**config.mk**
```make
export PLATFORM = sky130hd
export DESIGN_NAME = tlb_lru_update
export DESIGN_NICKNAME = d
export VERILOG_FILES = /design/src/rtl/tlb_lru_update.sv
export SDC_FILE = /design/constraint.sdc
export NUM_CORES = 1
export LEC_CHECK = 0
export CAP_MARGIN = 5
export CORE_MARGIN = 5
export CORE_UTILIZATION = 40
export CTS_BUF_LIST = sky130_fd_sc_hd__clkbuf_4
export DETAILED_ROUTE_END_ITERATION = 6
export SETUP_SLACK_MARGIN = 0.02
export SLEW_MARGIN = 20
export SYNTH_ARGS = -nofsm -noshare
export SYNTH_HDL_FRONTEND = slang
export SYNTH_SLANG_ARGS = --single-unit
export TNS_END_PERCENT = 50
```
**constraint.sdc**
```tcl
create_clock -name clk -period 8.6 [get_ports clk]
set_clock_uncertainty 0.1 [all_clocks]
set_input_delay 0.86 -clock clk [delete_from_list [all_inputs] [get_ports clk]]
set_output_delay 0.86 -clock clk [all_outputs]
set_load 0.05 [all_outputs]
```
**src/rtl/tlb_lru_update.sv**
```systemverilog
// rtl/tlb_lru_update.sv - TLB LRU age-counter writer (max+1 update, rank renorm, flush sweep); optional TLB_LRU_STATS_EN adds renorm_cnt
module tlb_lru_update #(
  parameter int NUM_WAYS = 4,
  parameter int LRU_BITS = 4,
  parameter int NUM_SETS = 16,
  parameter int SET_BITS = 4
) (
  input  logic                         clk,
  input  logic                         rst,
  input  logic                         acc_valid,
  output logic                         acc_ready,
  input  logic [SET_BITS-1:0]          acc_set,
  input  logic [1:0]                   acc_way,
  input  logic                         flush,
  output logic                         flush_done,
  input  logic [SET_BITS-1:0]          rd_set,
  output logic [NUM_WAYS*LRU_BITS-1:0] rd_counts,
`ifdef TLB_LRU_STATS_EN
  output logic [15:0]                  renorm_cnt,
`endif
  output logic                         busy
);

  typedef enum logic [1:0] {
    S_IDLE   = 2'd0,
    S_RENORM = 2'd1,
    S_FLUSH  = 2'd2
  } state_t;

  localparam logic [LRU_BITS-1:0] SAT      = {LRU_BITS{1'b1}};
  localparam logic [SET_BITS-1:0] LAST_SET = SET_BITS'(NUM_SETS - 1);

  state_t state, next_state;

  logic [LRU_BITS-1:0] cnt [NUM_SETS][NUM_WAYS];
  logic [LRU_BITS-1:0] max_cnt;
  logic [LRU_BITS-1:0] rank [NUM_WAYS];
  logic [SET_BITS-1:0] lat_set;
  logic [1:0]          lat_way;
  logic [SET_BITS-1:0] sweep;
  logic                flush_pending;
  logic                go_flush;
  logic                accept;

  // Largest age in the accessed set; the touched way becomes max+1.
  always_comb begin
    max_cnt = '0;
    for (int w = 0; w < NUM_WAYS; w++) begin
      if (cnt[acc_set][w] > max_cnt) max_cnt = cnt[acc_set][w];
    end
  end

  // Ties are broken by way index so the ranks form a permutation of 0..NUM_WAYS-1.
  always_comb begin
    for (int i = 0; i < NUM_WAYS; i++) begin
      rank[i] = '0;
      for (int j = 0; j < NUM_WAYS; j++) begin
        if ((cnt[lat_set][j] < cnt[lat_set][i]) ||
            ((cnt[lat_set][j] == cnt[lat_set][i]) && (j < i))) begin
          rank[i] = rank[i] + LRU_BITS'(1);
        end
      end
    end
  end

  always_comb begin
    for (int w = 0; w < NUM_WAYS; w++) begin
      rd_counts[w*LRU_BITS +: LRU_BITS] = cnt[rd_set][w];
    end
  end

  always_comb begin
    next_state = state;
    acc_ready  = 1'b0;
    busy       = 1'b0;
    go_flush   = flush || flush_pending;
    case (state)
      S_IDLE: begin
        acc_ready = !go_flush;
        if (go_flush) begin
          next_state = S_FLUSH;
        end else if (acc_valid && (max_cnt == SAT)) begin
          next_state = S_RENORM;
        end
      end
      S_RENORM: begin
        busy       = 1'b1;
        next_state = S_IDLE;
      end
      S_FLUSH: begin
        busy = 1'b1;
        if (sweep == LAST_SET) next_state = S_IDLE;
      end
      default: next_state = S_IDLE;
    endcase
  end

  assign accept = acc_valid && acc_ready;

  always_ff @(posedge clk) begin
    if (rst) begin
      state <= S_IDLE;
    end else begin
      state <= next_state;
    end
  end

  always_ff @(posedge clk) begin
    if (rst) begin
      for (int s = 0; s < NUM_SETS; s++) begin
        for (int w = 0; w < NUM_WAYS; w++) begin
          cnt[s][w] <= '0;
        end
      end
      lat_set       <= '0;
      lat_way       <= '0;
      sweep         <= '0;
      flush_pending <= 1'b0;
      flush_done    <= 1'b0;
    end else begin
      flush_done <= 1'b0;
      case (state)
        S_IDLE: begin
          if (go_flush) begin
            flush_pending <= 1'b0;
            sweep         <= '0;
          end else if (accept) begin
            if (max_cnt != SAT) begin
              cnt[acc_set][acc_way] <= max_cnt + LRU_BITS'(1);
            end else begin
              lat_set <= acc_set;
              lat_way <= acc_way;
            end
          end
        end
        S_RENORM: begin
          for (int w = 0; w < NUM_WAYS; w++) begin
            if (2'(w) == lat_way) begin
              cnt[lat_set][w] <= LRU_BITS'(NUM_WAYS);
            end else begin
              cnt[lat_set][w] <= rank[w];
            end
          end
        end
        S_FLUSH: begin
          for (int w = 0; w < NUM_WAYS; w++) begin
            cnt[sweep][w] <= '0;
          end
          sweep <= sweep + SET_BITS'(1);
          if (sweep == LAST_SET) flush_done <= 1'b1;
        end
        default: ;
      endcase
      // A flush that arrives while busy is remembered until the next idle cycle.
      if (flush && (state != S_IDLE)) flush_pending <= 1'b1;
    end
  end

`ifdef TLB_LRU_STATS_EN
  always_ff @(posedge clk) begin
    if (rst) begin
      renorm_cnt <= '0;
    end else if ((state == S_RENORM) && (renorm_cnt != 16'hFFFF)) begin
      renorm_cnt <= renorm_cnt + 16'd1;
    end
  end
`endif

endmodule
```
==> results of run 1 <==
[power groups by stage]
stage	Combinational (mW)	Clock [mW]	Sequential, mW
final	2.38	1.20	1.59
after global routing	2.47	1.30	1.60
after CTS	2.31	1.22	1.59
after detailed placement	2.30	0	1.62
after global placement	2.30	0	1.61
after floorplan	1.39	0	1.59
[metrics by stage]
| step | setup WS (ns) | setup TNS [ns] | cells | cell area [µm²] |
|---|---|---|---|---|
| 2_1_floorplan | 0.796 | 0 | 1349 | 18300 |
| 3_3_place_gp | 0.101 | 0 | 1925 | 19500 |
| 3_5_place_dp | -0.0998 | -3.57 | 1925 | 19500 |
| 4_1_cts | 0.675 | 0 | 2057 | 20500 |
| 5_1_grt | 0.181 | 0 | 2060 | 20500 |
| 6_report | 0.451 | 0 | 2060 | 20500 |
[metal layers]
layer	routed length (µm)	part of all wire	GRT usage
met1	24400	0.37	0.341
met2	30700	0.47	0.413
met3	7420	0.11	0.0662
met4	3300	0.050	0.112
met5	0	0	0
[cell usage after synthesis (4+ instances only)]
| cell type | n |
|---|---|
| sky130_fd_sc_hd__nand3_1 | 15 |
| sky130_fd_sc_hd__nand2_1 | 37 |
| sky130_fd_sc_hd__xnor2_1 | 4 |
| sky130_fd_sc_hd__buf_6 | 4 |
| sky130_fd_sc_hd__a21o_1 | 7 |
| sky130_fd_sc_hd__nand2b_1 | 30 |
| sky130_fd_sc_hd__mux2i_1 | 21 |
| sky130_fd_sc_hd__nor3_1 | 146 |
| sky130_fd_sc_hd__edfxtp_1 | 256 |
| sky130_fd_sc_hd__buf_2 | 24 |
| sky130_fd_sc_hd__nor4_2 | 5 |
| sky130_fd_sc_hd__mux4_2 | 223 |
| sky130_fd_sc_hd__o21bai_1 | 64 |
| sky130_fd_sc_hd__a22oi_1 | 24 |
| sky130_fd_sc_hd__or2_2 | 4 |
| sky130_fd_sc_hd__ha_1 | 49 |
| sky130_fd_sc_hd__a31oi_1 | 5 |
| sky130_fd_sc_hd__dfxtp_1 | 18 |
| sky130_fd_sc_hd__nor2b_1 | 16 |
| sky130_fd_sc_hd__nand4_1 | 20 |
| sky130_fd_sc_hd__nor2_1 | 42 |
| sky130_fd_sc_hd__clkbuf_1 | 97 |
| sky130_fd_sc_hd__o21a_1 | 4 |
| sky130_fd_sc_hd__a41o_1 | 6 |
| sky130_fd_sc_hd__o21ai_0 | 9 |
| sky130_fd_sc_hd__buf_1 | 23 |
| sky130_fd_sc_hd__a21oi_1 | 44 |
| sky130_fd_sc_hd__inv_1 | 35 |
| sky130_fd_sc_hd__nor4_1 | 80 |
[path summary, 6_finish.rpt]
kind                                                 start                          to
worst max register to register     cnt[5][8]$_SDFFCE_PN0P_     cnt[2][3]$_SDFFCE_PN0P_
worst max-delay path                            acc_set[3]     cnt[2][3]$_SDFFCE_PN0P_
worst min-delay path            flush_pending$_SDFFE_PP0P_  flush_pending$_SDFFE_PP0P_
worst min register to register  flush_pending$_SDFFE_PP0P_  flush_pending$_SDFFE_PP0P_
[registers in the layout (all words and copies together), names as in the netlist, named ones only]
name and flops:
lat_set 4, flush_pending 1, state 2, cnt 256, lat_way 2, flush_done 1
sweep 4
[logic make-up after synthesis]
logic type,share of synthesized area
simple gates,0.119
flops,0.441
xor+xnor,0.00329
compound gates,0.0745
buf+inv,0.0417
mux,0.287
fa+ha+maj,0.0336
[layout make-up]
type	instances	area, µm²	share of cell area
antenna	3	7.51	0.000367
clock buffer	114	856	0.0418
clock inverter	18	88.8	0.00434
inverter	35	131	0.00642
multi-input combinational	890	9480	0.463
sequential	274	8050	0.394
tap	600	751	0.0367
timing repair buffer	126	1090	0.0534
[cell usage in the layout, fill, tap and decap left out, drive strengths merged, types with 4 or more instances in the layout]
| cell type | n |
|---|---|
| edfxtp | 256 |
| mux4 | 223 |
| nor3 | 146 |
| clkbuf | 114 |
| buf | 99 |
| nor4 | 85 |
| o21bai | 64 |
| ha | 49 |
| a21oi | 44 |
| nor2 | 42 |
| inv | 39 |
| nand2 | 37 |
| nand2b | 30 |
| clkdlybuf4s50 | 27 |
| a22oi | 24 |
| mux2i | 21 |
| nand4 | 20 |
| dfxtp | 18 |
| nor2b | 16 |
| nand3 | 15 |
| clkinv | 14 |
| o21ai | 13 |
| a21o | 7 |
| a41o | 6 |
| a31oi | 5 |
| xnor2 | 5 |
| or2 | 4 |
| o21a | 4 |
| a221oi | 4 |
[worst register-to-register path, cell delays in order (launching register included)]
cell and delay [ns]:
sky130_fd_sc_hd__edfxtp_1 0.42, sky130_fd_sc_hd__mux4_2 0.52, sky130_fd_sc_hd__a22o_1 0.25, sky130_fd_sc_hd__a221oi_1 0.32
sky130_fd_sc_hd__buf_4 0.19, sky130_fd_sc_hd__ha_1 0.22, sky130_fd_sc_hd__and4_1 0.15, sky130_fd_sc_hd__a21oi_1 0.40
sky130_fd_sc_hd__mux2i_1 0.34, sky130_fd_sc_hd__ha_1 0.31, sky130_fd_sc_hd__a21oi_1 0.19, sky130_fd_sc_hd__o21a_1 0.18
sky130_fd_sc_hd__nor2_1 0.08, sky130_fd_sc_hd__buf_4 0.16, sky130_fd_sc_hd__nor2_1 0.14, sky130_fd_sc_hd__a21oi_1 0.07
sky130_fd_sc_hd__ha_1 0.32, sky130_fd_sc_hd__and4_1 0.20, sky130_fd_sc_hd__a21oi_1 0.29, sky130_fd_sc_hd__inv_1 0.16
sky130_fd_sc_hd__a221oi_1 0.47, sky130_fd_sc_hd__ha_1 0.32, sky130_fd_sc_hd__and3_1 0.17, sky130_fd_sc_hd__a41o_1 0.17
sky130_fd_sc_hd__o21ai_4 0.13, sky130_fd_sc_hd__a21oi_4 0.76, sky130_fd_sc_hd__buf_4 0.36, sky130_fd_sc_hd__nor3_1 0.09
==> results summary, run 1 <==
The net switching component of the power came out at 2.35 mW. The clock network power share came out at 0.232. The power density relative to cell area came out at 253 mW/mm². The analysis attributes to cell leakage a power of 6.77 nW. The worst setup path is launched from an input port. The mapped netlist covers 0.0183 mm². The clock transition at the registers of the reported paths is 0.06 ns. The count of buffers added by post-CTS timing repair for setup came out at 0. The count of hold buffers inserted by post-cts repair came out at 0. The number of levels the H-tree was split into is 3.

The core region is 0.0453 mm². The die footprint came out at 0.0500 mm². The internal cell power is 2.82 mW. The number of buffers added by the clock tree synthesis step is 78. Once the clock tree was built, the resizer swapped 0 gates to a different size. The number of vias after detailed routing is 14100. The kind of critical path is in -> reg. The biggest area contributor in the post-synthesis netlist is sky130_fd_sc_hd__edfxtp_1. The clock passes through at most 3 buffers.

For this design, the sink count on the clock tree is 274. For this run, the total global-route usage over all layers was measured as 0.259. The synthesized netlist net count is 1412. In the final layout, the share of cells above drive strength 1 is 0.320. The peak supply drop is 297 µV. Dividing the detail-routed wire length by the instance count gives 31.9 µm. Setup repair after global routing left no endpoint under its margin. The number of DRC markers after the initial detailed-route iteration is 2154. The number of hold violations in the final report is 0. The insertion delay of the later-clocked pin in the worst-skew pair came out at 0.80 ns. Of the total power, the share spent switching nets is 0.455. The sequential element share of the synthesized area came out at 0.441.

The number of vias per cell after detailed routing is 6.84. The flip-flop cell with the highest count after synthesis is sky130_fd_sc_hd__edfxtp_1. The vertical die dimension is 224 µm. The x dimension of the die is 224 µm.

The share of the synthesized area in the top cell type came out at 0.421. The arrival time at the worst endpoint came out at 8.53 ns. From synthesis to final layout, the design area changed by 12.1%.

The number of pins exceeding their max-slew limit in the final report is 0. The first TritonRoute pass finished after 5 iterations. The tightest hold path in the finished design has a slack of 0.433 ns. The filler cells instantiated in the layout total 4140. The number of global-route vias before repair came out at 13900.

The part of the total power dissipated in combinational logic is 0.459. The count of unique library cells instantiated by Yosys came out at 51. The initial antenna violation count came to 5. The CTS tree is built. Counting flops and latches in the post-synthesis netlist gives 274. The relative max-transition margin is 0.141. The starting density of the core is 0.403. Data on the critical path is required at its endpoint by 8.98 ns. The nature of the critical path endpoint is a register. The worst-case register-to-register setup slack is 0.80 ns. By area the synthesized netlist is led by sky130_fd_sc_hd__edfxtp_1, sky130_fd_sc_hd__mux4_2, sky130_fd_sc_hd__nor3_1, sky130_fd_sc_hd__ha_1, sky130_fd_sc_hd__nor4_1. The number of nets in the layout came out at 1468. The cell count of the worst hold path came out at 2. Along the worst path, the maximum fanout reaches 35.

At the pin with the least slew margin, the transition time is 1.28 ns. The cell count after synthesis came out at 1349. The final period demand of the worst path is 8.15 ns. The clock root buffer is sky130_fd_sc_hd__clkbuf_4. The highest attainable clock frequency came out at 123 MHz.

The worst hold path belongs to the class reg -> reg. 33 I/O pins were placed. The wire-length estimate of the detail-placed layout is 45400 µm. The post-synthesis async set-or-reset flop share is 0. The count of input and output buffers came out at 32. The tool flagged a number of max-cap violations equal to 0. The global placer's final weighted congestion is 0.988. The combined buffer and inverter count along the critical path came out at 5.

The number of remaining DRC errors came out at 0. The cell depth of the worst setup path is 28. The number of flops mapped to enable cells by yosys is 256. Setup violations remaining at the end of the flow were counted as 0. The logic depth of the worst register-to-register path came out at 27. At the end of the flow the core is filled with cells to 0.452. The largest incremental delay on the critical path is 0.76 ns. The largest delay contributor family on the critical path is compound AO/OA/AOI/OAI gates. The count of antenna-violating nets left after detailed routing came out at 0. The average footprint of a synthesized cell came out at 13.5 µm². The site row count came out at 78. Entering global routing, the biggest net connects 81 pins. Summing internal, switching and leakage power gives 5.17 mW. The first global-routing pass estimated 95500 µm of wire. On the critical path, the stage with the largest delay is an instance of sky130_fd_sc_hd__a21oi_4. The number of warnings reported in the yosys synthesis log is 0. The run finished with clean final reports. The share of the cycle needed by the critical path after routing is 0.948. The residual overflow from global routing came out at 0. The final layout contains routed wiring with a total length of 65800 µm.

The share of total power in sequential cells is 0.308.
Power figures use the tool's default switching activity.
==> run 2, diff against run 1 <==
--- a/config.mk
+++ b/config.mk
@@ -6,5 +6,5 @@
 export NUM_CORES = 1
 export LEC_CHECK = 0
-export CAP_MARGIN = 5
+export CAP_MARGIN = 20
 export CORE_MARGIN = 5
 export CORE_UTILIZATION = 40
==> constraint.sdc (replaced) <==
create_clock -name clk -period 8.6 [get_ports clk]
set_clock_uncertainty 0.1 [all_clocks]
set_input_delay 0.86 -clock clk [delete_from_list [all_inputs] [get_ports clk]]
set_output_delay 0.86 -clock clk [all_outputs]
set_load 0.005 [all_outputs]
==> results summary, run 2 (synthesis gave the netlist of run 1 again) <==
The starting density of the core is 0.403 (unchanged). The arrival time at the worst endpoint was 8.52 ns (about the same). TritonCTS built the clock tree.

The relative max-transition margin came out at 0.251 (+0.110). The post-route total power came out at 5.18 mW (+0.11%). The largest driver fanout on the critical path is 35 (unchanged). The largest registers in the layout are cnt x256, lat_set x4, sweep x4.

The number of levels the H-tree was split into came out at 3 (unchanged). The number of buffers added by the clock tree synthesis step came to 79 (+1.3%). The run finished with clean final reports. The global placer's final weighted congestion is 0.982 (-0.61%). The peak supply drop came out at 268 µV (-9.7%). The number of pins exceeding their max-slew limit in the final report came out at 0 (unchanged). The residual overflow from global routing came to 0 (unchanged). The number of hold violations in the final report was 0 (unchanged).

The die footprint is 0.0500 mm² (unchanged). Leaving out fill and tap cells, the most frequent cell in the layout is sky130_fd_sc_hd__edfxtp_1. Setup repair after global routing left no endpoint under its margin. The number of setup violations in the final report is 0 (unchanged). The area of the placeable core came out at 0.0453 mm² (unchanged). The number of DRC markers after the initial detailed-route iteration came out at 1901 (-12%).

In this run the worst hold path is classified as reg -> reg. The number of max-capacitance violations reported is 0 (unchanged). The highest attainable clock frequency came out at 123 MHz (about the same). The aggregate global-route resource usage is 0.261 (+0.00195). The kind of critical path is in -> reg.

The flip-flop count of the largest register after layout was 256 (unchanged). The nature of the critical path endpoint is a register. The number of filler instances in the final layout is 4106 (-0.82%). The clock transition at the registers of the reported paths is 0.06 ns (about the same).

The average wire length per cell after detail routing is 31.9 µm (about the same). The final period demand of the worst path came out at 8.14 ns (-0.00616 ns). The count of buffers added by post-CTS timing repair for setup came to 0 (unchanged).

cnt holds more flip-flops than any other register. The number of remaining DRC errors is 0 (unchanged). The standby leakage power is 6.79 nW (+0.34%). The share of the cycle needed by the critical path after routing came out at 0.947 (about the same). The worst slack at placement was -0.114 ns (-0.0142 ns). Leaving out fill and tap cells, the most frequent cells in the layout are sky130_fd_sc_hd__edfxtp_1, sky130_fd_sc_hd__mux4_2, sky130_fd_sc_hd__nor3_1. The number of vias per cell after detailed routing came out at 6.81 (-0.41%). The number of global-route vias before repair is 14000 (+0.31%). The tree is rooted in a sky130_fd_sc_hd__clkbuf_4. The maximum number of pins on one net before global-route repair is 81 (unchanged).

The total half-perimeter wirelength after legalization and detailed placement came out at 45700 µm (+0.60%). The measured slew at the worst slew-check pin is 1.12 ns (-0.161 ns). The count of instances resized after the clock tree is built is 0 (unchanged).

The power density relative to cell area is 252 mW/mm² (-0.30%). The first-pass GRT wire length is 96100 µm (+0.65%). The x dimension of the die is 224 µm (unchanged).

The count of antenna-violating nets left after detailed routing came out at 0 (unchanged). The number of nets in the layout is 1471 (+0.20%). The initial antenna violation count was 4 (-1).

The first-pass iteration count of the detailed router came out at 5 (unchanged). The layout cell share with drive strength beyond 1 came out at 0.316 (-0.00351). The count of input and output buffers is 32 (unchanged). The final wirelength came to 66200 µm (+0.62%).

The insertion delay of the later-clocked pin in the worst-skew pair came out at 0.81 ns (about the same). The final setup slack of the worst path is 0.457 ns (+0.00616 ns). The count of hold buffers inserted by post-cts repair is 0 (unchanged). The endpoint required time on the critical path is 8.97 ns (about the same). The top-level I/O count is 33 (unchanged).

The site row count is 78 (unchanged). The vertical die dimension is 224 µm (unchanged). The maximum count of clock buffers along a single path came out at 3 (unchanged). The number of vias after detailed routing came to 14100 (+0.17%).

The signed area change from the synthesized netlist to the final layout came out at 12.6%. The worst-case register-to-register setup slack is 0.76 ns (-0.04 ns). The number of sinks on the clock net is 274 (unchanged). The sort of element at the start of the critical path is an input port.
[run 2: cell count changes in the layout (fill, tap and decap cells not counted), moves of 2 or more]
cell                         before  now
sky130_fd_sc_hd__clkbuf_4       114  111
sky130_fd_sc_hd__clkinv_1        10   24
sky130_fd_sc_hd__clkinvlp_4       0    2
sky130_fd_sc_hd__inv_2            3    0
[run 2: cell type report]
type,count,area [µm²],share of cell area
antenna,2,5.00,0.000244
inverter,35,131,0.00640
clock buffer,111,833,0.0406
tap,600,751,0.0365
timing repair buffer,128,1120,0.0545
clock inverter,32,171,0.00834
sequential,274,8050,0.392
multi-input combinational,890,9480,0.461
[run 2: metrics by stage]
| step | cell area, µm² | utilization | hold WS, ns | instances | TNS, ns |
|---|---|---|---|---|---|
| floorplan | 18300 | - | 0.380 | 1349 | 0 |
| global placement | 19500 | 0.431 | 0.408 | 1925 | 0 |
| detailed placement | 19500 | 0.431 | 0.408 | 1926 | -4.27 |
| CTS | 20500 | 0.453 | 0.420 | 2069 | 0 |
| global route | 20500 | 0.454 | 0.434 | 2072 | 0 |
| finish | 20500 | 0.454 | 0.433 | 2072 | 0 |
[run 2: layer usage]
metal | track usage | wire, µm | vias up
li1 | - | - | 5757
met1 | 0.330 | 24100 | 7250
met2 | 0.411 | 31300 | 902
met3 | 0.0915 | 7620 | 206
met4 | 0.116 | 3230 | 0
met5 | 0 | 0 | -
[run 2: final timing paths]
check | startpoint | to | cells after the start
hold / removal | flush_pending$_SDFFE_PP0P_ | flush_pending$_SDFFE_PP0P_ | 2
setup reg to reg | cnt[5][8]$_SDFFCE_PN0P_ | cnt[8][3]$_SDFFCE_PN0P_ | 27
setup / recovery | acc_set[3] | cnt[8][3]$_SDFFCE_PN0P_ | 28
hold reg to reg | flush_pending$_SDFFE_PP0P_ | flush_pending$_SDFFE_PP0P_ | 2
[run 2: critical path, stage by stage]
cell and delay [ns]:
sky130_fd_sc_hd__clkdlybuf4s50_1 0.75, sky130_fd_sc_hd__buf_4 0.30, sky130_fd_sc_hd__nor2b_1 0.45, sky130_fd_sc_hd__nand2_1 0.10, sky130_fd_sc_hd__nand3_1 0.25, sky130_fd_sc_hd__ha_1 0.29, sky130_fd_sc_hd__and4_1 0.18, sky130_fd_sc_hd__a21oi_1 0.40
sky130_fd_sc_hd__mux2i_1 0.33, sky130_fd_sc_hd__ha_1 0.30, sky130_fd_sc_hd__a21oi_1 0.20, sky130_fd_sc_hd__o21a_1 0.19, sky130_fd_sc_hd__nor2_1 0.08, sky130_fd_sc_hd__buf_4 0.16, sky130_fd_sc_hd__nor2_1 0.14, sky130_fd_sc_hd__a21oi_1 0.06
sky130_fd_sc_hd__ha_1 0.31, sky130_fd_sc_hd__and4_1 0.20, sky130_fd_sc_hd__a21oi_1 0.29, sky130_fd_sc_hd__inv_1 0.17, sky130_fd_sc_hd__a221oi_1 0.47, sky130_fd_sc_hd__ha_1 0.33, sky130_fd_sc_hd__and3_1 0.18, sky130_fd_sc_hd__a41o_1 0.17
sky130_fd_sc_hd__o21ai_4 0.12, sky130_fd_sc_hd__a21oi_4 0.77, sky130_fd_sc_hd__buf_4 0.35, sky130_fd_sc_hd__nor4_1 0.09
[run 2: power by group]
| part | internal, mW | leakage, nW | total, mW | switching (mW) |
|---|---|---|---|---|
| clock network | 0.631 | 0.583 | 1.24 | 0.611 |
| logic | 0.682 | 3.42 | 2.34 | 1.66 |
| registers | 1.53 | 2.79 | 1.59 | 0.0612 |
==> variant, RTL diff (flow settings as in run 2) <==
Add a define of `TLB_LRU_STATS_EN`.
--- a/src/rtl/tlb_lru_update.sv
+++ b/src/rtl/tlb_lru_update.sv
@@ -1,2 +1,4 @@
 // rtl/tlb_lru_update.sv - TLB LRU age-counter writer (max+1 update, rank renorm, flush sweep); optional TLB_LRU_STATS_EN adds renorm_cnt
+`define TLB_LRU_STATS_EN
+
 module tlb_lru_update #(
New outputs: renorm_cnt. Check against the original RTL: not settled (the Yosys comparison gave no result); the edit may change what the design does.
==> variant against run 2 <==
  * Sequential cell count rose by 16
  * Routed wire length shrank 12%
  * Global-route usage is 4.1 points lower
  * Synthesized area grew 4.3%
  * Power decreased by 5.7%
  * Cell area up 2.4%
  * Setup slack better by 550 ps
==> variant: results (changes against run 2) <==
| Metric | Value |
|---|---|
| Non-filler instance count after layout | 2112 (+1.9%) |
| Mux share of post-synthesis cell area | 27.7% (-1.0 points) |
| M1 WL | 22.6 mm (-6.3%) |
| Slew @ Worst Pin | 1100 ps (-24.3 ps) |
| Worst hold margin | 422 ps (-11.7 ps) |
| Initial antenna violation count | 2 (-2) |
| Critical path fanouts, max | 48 (+37%) |
| Peak supply drop | 0.303 mV (+13%) |
| Post-DP Area | 20000 um^2 (+2.6%) |
| Non-CTS inverters | 33 (-5.7%) |
| Status | complete, no violations |
| Met1 Track Usage GR | 28.7% (-4.2 points) |
| Iter 0 DRT Violations | 1462 (-23%) |
| DP Cell Count | 1964 (+2.0%) |
| Post-Synth Adder-Cell Area | 3.29% (-0.073 points) |
| Worst EP arrival | 7970 ps (-550 ps) |
| Register-to-Register Path Depth | 25 (-7.4%) |
| TritonCTS buffer count | 81 (+2.5%) |
| Multi-input combinational cell count | 925 (+3.9%) |
| Multi-input combinational area share | 46.7% (+0.58 points) |
| Synth Net Count | 1459 (+3.3%) |
| CLK BUF | 114 (+2.7%) |
| Net switching power | 2000 uW (-14%) |
| Fillers | 4373 (+6.5%) |
| Area of the multi-input gates | 9830 um^2 (+3.7%) |
| Seq Cell Count | 290 (+5.8%) |
| Post-synthesis xor/xnor area fraction | 0.927% (+0.60 points) |
| DRT Pass-1 Iters | 6 (+1) |
| Power share of the clock group | 25.7% (+1.7 points) |
| Top cells by area, synth | edfxtp_1, mux4_2, nor3_1, dfxtp_1, ha_1 |
| Reg-to-reg startpoint | cnt[2][9] |
| Int Pwr | 2880 uW (+1.3%) |
| Wire length of the first global-routing pass | 86.7 mm (-9.8%) |
| Die width | 228 um (+2.0%) |
| Vias | 13237 (-6.2%) |
| Library cells used by synthesis | 65 (+27%) |
| Pre-CTS setup slack | 273 ps (+387 ps) |
| Buffering overhead | 4.43% (-1.0 points) |
| I/O Buffers | 48 (+50%) |
| Total track usage | 22.1% (-4.1 points) |
| Slowest CP cell | ha_1 |
| Worst Hold Depth | 1 (-1) |
| Slowest stage delay, CP | 620 ps (-150 ps) |
| R2R Path End | cnt[7][13] |
| GR Util met2 | 35.2% (-5.9 points) |
==> variant: cell count changes after synthesis, sizes merged, moves of 8 or more <==
| cell | delta |
|---|---|
| nor3 | +47 |
| buf | +24 |
| dfxtp | +16 |
| xor2 | +11 |
| nand2b | -24 |
| nor2 | +76 |
| nor4 | -85 |
| clkbuf | -27 |
| o21ai | +16 |
| nand4 | -8 |
| nand2 | +13 |
| a21oi | -33 |
==> variant: how the worst max path moves through the flow <==
| stage | slack, ps | cells after the start | to | startpoint |
|---|---|---|---|---|
| 2_1_floorplan | 1020 | 32 | cnt[1][12] | acc_set[0] |
| 3_3_place_gp | 390 | 26 | cnt[7][3] | acc_set[0] |
| 3_5_place_dp | 270 | 26 | cnt[10][3] | acc_set[0] |
| 4_1_cts | 1080 | 25 | cnt[7][1] | cnt[13][9] |
| 5_1_grt | 570 | 25 | cnt[13][12] | cnt[6][9] |
| 6_report | 1010 | 26 | cnt[7][13] | acc_set[0] |
